==> src/rtl/bus_arbiter.sv <==
// ----------------------------------------------------------------------------
// Module: bus_arbiter
//
// Purpose
//   Two-master bus arbiter. It takes level requests from master 0 (M0) and
//   master 1 (M1) and issues one-hot, registered grants. It also drives the
//   select line of the master-side 2:1 bus mux. M0 has fixed priority over M1.
//
//   Compile-time option: define BUS_ARB_TIMEOUT_EN to enable the hold timeout.
//   When it is enabled, an owner that has held the bus for MAX_HOLD
//   consecutive cycles loses it on the next edge if the other master is
//   waiting. The forced handover is flagged with a one-cycle arb_timeout
//   pulse. When the macro is left undefined, the hold counter is not built
//   and arb_timeout is tied to 0.
//
// Parameters
//   MAX_HOLD  max consecutive grant cycles before a forced handover (2..2**CNT_W)
//   CNT_W     width of the hold counter
//
// Ports
//   clk          in   rising-edge clock
//   reset_n      in   asynchronous active-low reset
//   m0_req       in   M0 bus request (level)
//   m1_req       in   M1 bus request (level)
//   m0_grant     out  M0 owns the bus (registered)
//   m1_grant     out  M1 owns the bus (registered)
//   m_sel        out  mux select, 0 = M0, 1 = M1 (registered)
//   arb_timeout  out  one-cycle pulse on a forced handover
// ----------------------------------------------------------------------------
module bus_arbiter #(
    parameter int MAX_HOLD = 16,
    parameter int CNT_W    = 4
) (
    input  logic clk,
    input  logic reset_n,
    input  logic m0_req,
    input  logic m1_req,
    output logic m0_grant,
    output logic m1_grant,
    output logic m_sel,
    output logic arb_timeout
);

    // Catch an illegal configuration at elaboration time: the counter must be
    // wide enough to reach MAX_HOLD-1, and a hold limit of one cycle is not supported.
    if (MAX_HOLD < 2 || (2 ** CNT_W) < MAX_HOLD) begin : g_bad_params
        $error("bus_arbiter: MAX_HOLD must be 2..2**CNT_W");
    end

    localparam logic [1:0] IDLE   = 2'd0;
    localparam logic [1:0] M0_GNT = 2'd1;
    localparam logic [1:0] M1_GNT = 2'd2;

    logic [1:0] state_q;
    logic [1:0] state_d;
    logic       m0_grant_q;
    logic       m1_grant_q;
    logic       m_sel_q;

    // High when the current owner must give up the bus this edge even though
    // it is still requesting. This signal is always 0 when the timeout is compiled out.
    logic       force_handover;

`ifdef BUS_ARB_TIMEOUT_EN
    localparam logic [CNT_W-1:0] HOLD_LAST = CNT_W'(MAX_HOLD - 1);

    logic [CNT_W-1:0] hold_cnt_q;
    logic [CNT_W-1:0] hold_cnt_d;
    logic             hold_full;
    logic             arb_timeout_q;

    // The counter saturates at MAX_HOLD-1. Reaching that value means the owner
    // has already held the bus for MAX_HOLD cycles, counting the cycle in progress.
    assign hold_full = (hold_cnt_q == HOLD_LAST);

    // A forced handover needs three conditions: a granted state, a saturated
    // counter, and both masters requesting. If the owner had dropped its
    // request, the normal release path would apply instead.
    assign force_handover = hold_full && m0_req && m1_req &&
                            ((state_q == M0_GNT) || (state_q == M1_GNT));

    // The counter clears on every state change and while idle. Otherwise it
    // counts the cycles spent in the same granted state and stops at the limit.
    always_comb begin
        hold_cnt_d = hold_cnt_q;
        if ((state_d != state_q) || (state_d == IDLE)) begin
            hold_cnt_d = '0;
        end else if (!hold_full) begin
            hold_cnt_d = hold_cnt_q + CNT_W'(1);
        end
    end

    always_ff @(posedge clk or negedge reset_n) begin
        if (!reset_n) begin
            hold_cnt_q    <= '0;
            arb_timeout_q <= 1'b0;
        end else begin
            hold_cnt_q    <= hold_cnt_d;
            arb_timeout_q <= force_handover;
        end
    end

    assign arb_timeout = arb_timeout_q;
`else
    assign force_handover = 1'b0;
    assign arb_timeout    = 1'b0;
`endif

    // Next-state logic.
    // - From IDLE, M0 wins a tie.
    // - An owner that drops its request hands the bus directly to a waiting
    //   peer, or returns to IDLE if no peer is waiting.
    // - A forced handover moves the grant to the peer that is waiting.
    always_comb begin
        state_d = state_q;
        case (state_q)
            IDLE: begin
                if (m0_req) begin
                    state_d = M0_GNT;
                end else if (m1_req) begin
                    state_d = M1_GNT;
                end
            end
            M0_GNT: begin
                if (!m0_req) begin
                    state_d = m1_req ? M1_GNT : IDLE;
                end else if (force_handover) begin
                    state_d = M1_GNT;
                end
            end
            M1_GNT: begin
                if (!m1_req) begin
                    state_d = m0_req ? M0_GNT : IDLE;
                end else if (force_handover) begin
                    state_d = M0_GNT;
                end
            end
            default: begin
                state_d = IDLE;
            end
        endcase
    end

    // The outputs are registered from the next-state decode. As a result, both
    // grants and the mux select always change on the same edge as the state.
    // The two grant flops are decoded from one state value, so they can never
    // both be high.
    always_ff @(posedge clk or negedge reset_n) begin
        if (!reset_n) begin
            state_q    <= IDLE;
            m0_grant_q <= 1'b0;
            m1_grant_q <= 1'b0;
            m_sel_q    <= 1'b0;
        end else begin
            state_q    <= state_d;
            m0_grant_q <= (state_d == M0_GNT);
            m1_grant_q <= (state_d == M1_GNT);
            m_sel_q    <= (state_d == M1_GNT);
        end
    end

    assign m0_grant = m0_grant_q;
    assign m1_grant = m1_grant_q;
    assign m_sel    = m_sel_q;

endmodule

==> config.mk <==
export PLATFORM = sky130hd
export DESIGN_NAME = bus_arbiter
export DESIGN_NICKNAME = d
export VERILOG_FILES = /design/src/rtl/bus_arbiter.sv
export SDC_FILE = /design/constraint.sdc
export NUM_CORES = 1
export LEC_CHECK = 0
export ABC_AREA = 1
export CORE_AREA = 2 2 39 41
export DETAILED_ROUTE_END_ITERATION = 12
export DIE_AREA = 0 0 41 43
export SLEW_MARGIN = 20
export SYNTH_ARGS = -nofsm -noshare
export SYNTH_HDL_FRONTEND = slang
export SYNTH_SLANG_ARGS = --single-unit
==> constraint.sdc <==
create_clock -name clk -period 0.8 [get_ports clk]
set_input_delay 0.12 -clock clk [delete_from_list [all_inputs] [get_ports clk]]
set_output_delay 0.12 -clock clk [all_outputs]
set_load 0.05 [all_outputs]
==> run metrics <==
status finished with violations; violated checks setup timing; Num CTS Buffers 3; metal2 WL 91 um; DR WL/cell 6.143 um; Pleak 0.0001401 uW; Post-Syn Instances 18; largest net degree at the start of global routing 5; fin nets 31; post-synthesis sequential area ratio 0.6250; Clk Latency, worst-skew pair 240 ps; dpl ws -87.80 ps; Die H 43 um; maximum clock path buffer count 2; Slew Viols, Final 0; Synth Area in Compound Gates 0; Yosys cell types 6; Setup Viol. Count Final 3; Die X 41 um; initial antenna violation count 0; top routing layer in use met4; I/O Pins 8; Core Area 0.001384 mm^2; Initial Utilization 0.1157; Vias/cell 3.095; RSZ-0062 raised after global routing true; Worst Path Buf+Inv 1; Yosys reg bits 4; number of global-route vias before repair 111; clock period minus worst slack 947.8 ps; CTS Root Cell clkbuf_4; layout cells sized above 1 0.2692; most frequent cells in the layout nand2_1 (5), nor2_1 (4); CP max FO 2; filler instances 153; Post-Route Utilization 0.2043; DRC Markers 0; GRT Total Usage 0.04940; commonest non-fill, non-tap cell in the layout nand2_1; first-pass GRT wire length 414 um; worst hold path type in2async; Worst Path Required 680 ps; area of the multi-input gates 37.54 um^2; GPL Wtd Cong 0.5268; XOR/XNOR Fraction of Synth Area 0; peak supply drop 0.3930 mV; crit-path max cell delay 430 ps; Tcrit/Tclk final 1.185; Crit Path Category reg2out; slowest CP cell dfrtp_2; Via Count 130; skew final 8.823 ps; CTS tree built; crit path setup slack, layout -147.8 ps; Setup crit end kind output pin; Startpoint Class flip-flop; Max Cap Violations 0; WL final 258 um; Crit path arrival time 830 ps; initial drt markers 6; P&R area growth vs syn 76.56%; simple-gate share of the synthesized area 0.2109; clock sink total 4; GRT Residual Overflow 0; CP top delay family flip-flops; Antenna diodes 0; pwr/cell area 2335 mW/mm^2; yosys warns 0; port bufs 6; die area 0.001763 mm^2; area share of fa/ha/maj cells after synthesis 0; Seq. cell area 101.3 um^2; syn nets 22; FMAX 1055 MHz; mux cell area share after synthesis 0; Synth Cell Area 160.2 um^2; post-CTS setup repair buffer count 0; first-pass iteration count of the detailed router 4; Final Hold Viols 0; Synth Area per Inst 8.897 um^2; Rows 14; clock transition at the registers of the reported paths 40 ps; H-tree depth 1; wire length on met3 25 um; largest family of logic cells by synthesized area simple AND/OR/NAND/NOR gates; Post-DRT Antenna Nets 0; M1 WL 99 um; crit path cell chain buf_12
[power breakdown]
part	total [uW]	internal [uW]	switching (uW)
Sequential	235	221	14.3
Combinational	145	67.5	77.8
Clock	280	188	92.0
[state kept, by name, summed over array words and instances (netlist names)]
name / flops
m0_grant: 1
state_q: 2
m_sel: 1
[metrics by stage]
stage / power, uW / TNS, ps / area (um^2) / hold WS (ps) / instances
CTS: 674.1 / -421.8 / 282.8 / 77.42 / 42
global route: 695.4 / -447.9 / 282.8 / 94.24 / 42
global placement: 383.7 / -318.8 / 256.5 / 335.0 / 38
finish: 660.4 / -389.3 / 282.8 / 74.65 / 42
detailed placement: 385.1 / -323.8 / 256.5 / 335.8 / 38
floorplan: 320.1 / -17.01 / 168.9 / -175.6 / 18
[timing repair]
item                                    CTS  global route
hold buffers                              0             0
resized for setup                         0             0
endpoints found under the setup margin    3             3
[final timing paths]
| kind | depth (start not counted) | startpoint | slack [ps] | to |
|---|---|---|---|---|
| worst min register to register | 3 | state_q[0]$_DFF_PN0_ | 540 | m_sel$_DFF_PN0_ |
| worst max register to register | 4 | state_q[1]$_DFF_PN0_ | 90 | state_q[1]$_DFF_PN0_ |
| worst max-delay path | 1 | m_sel$_DFF_PN0_ | -150 | m1_grant |
| min in group clk | 3 | m0_req | 460 | state_q[0]$_DFF_PN0_ |
| max in group asynchronous | 1 | reset_n | 550 | m_sel$_DFF_PN0_ |
| worst min-delay path | 1 | reset_n | 70 | state_q[0]$_DFF_PN0_ |
[synthesized netlist by cell type (all sizes together)]
library cell / count / share of area
conb: 1 / 0.023
buf: 2 / 0.094
inv: 2 / 0.047
nor2: 4 / 0.094
nand2: 5 / 0.12
dfrtp: 4 / 0.63
[final cells by class]
class,count,area share
Inverter,2,0.02655
Multi-Input combinational cell,10,0.1327
Sequential cell,4,0.3584
Timing Repair Buffer,6,0.3186
Tap cell,16,0.07080
Clock buffer,4,0.09292
[metal layers]
| layer | vias to the layer above | global-route usage |
|---|---|---|
| li1 | 63 | - |
| met1 | 52 | 0.03909 |
| met2 | 11 | 0.04063 |
| met3 | 4 | 0.01571 |
| met4 | 0 | 0.1400 |
| met5 | - | 0 |
[kinds of logic (layout without fill, tap and decap cells)]
family | after synthesis | count (layout)
other cells | 1 | 1
simple gates | 9 | 9
buf+inv | 4 | 12
flops | 4 | 4
(Power assumes the default switching activity.)
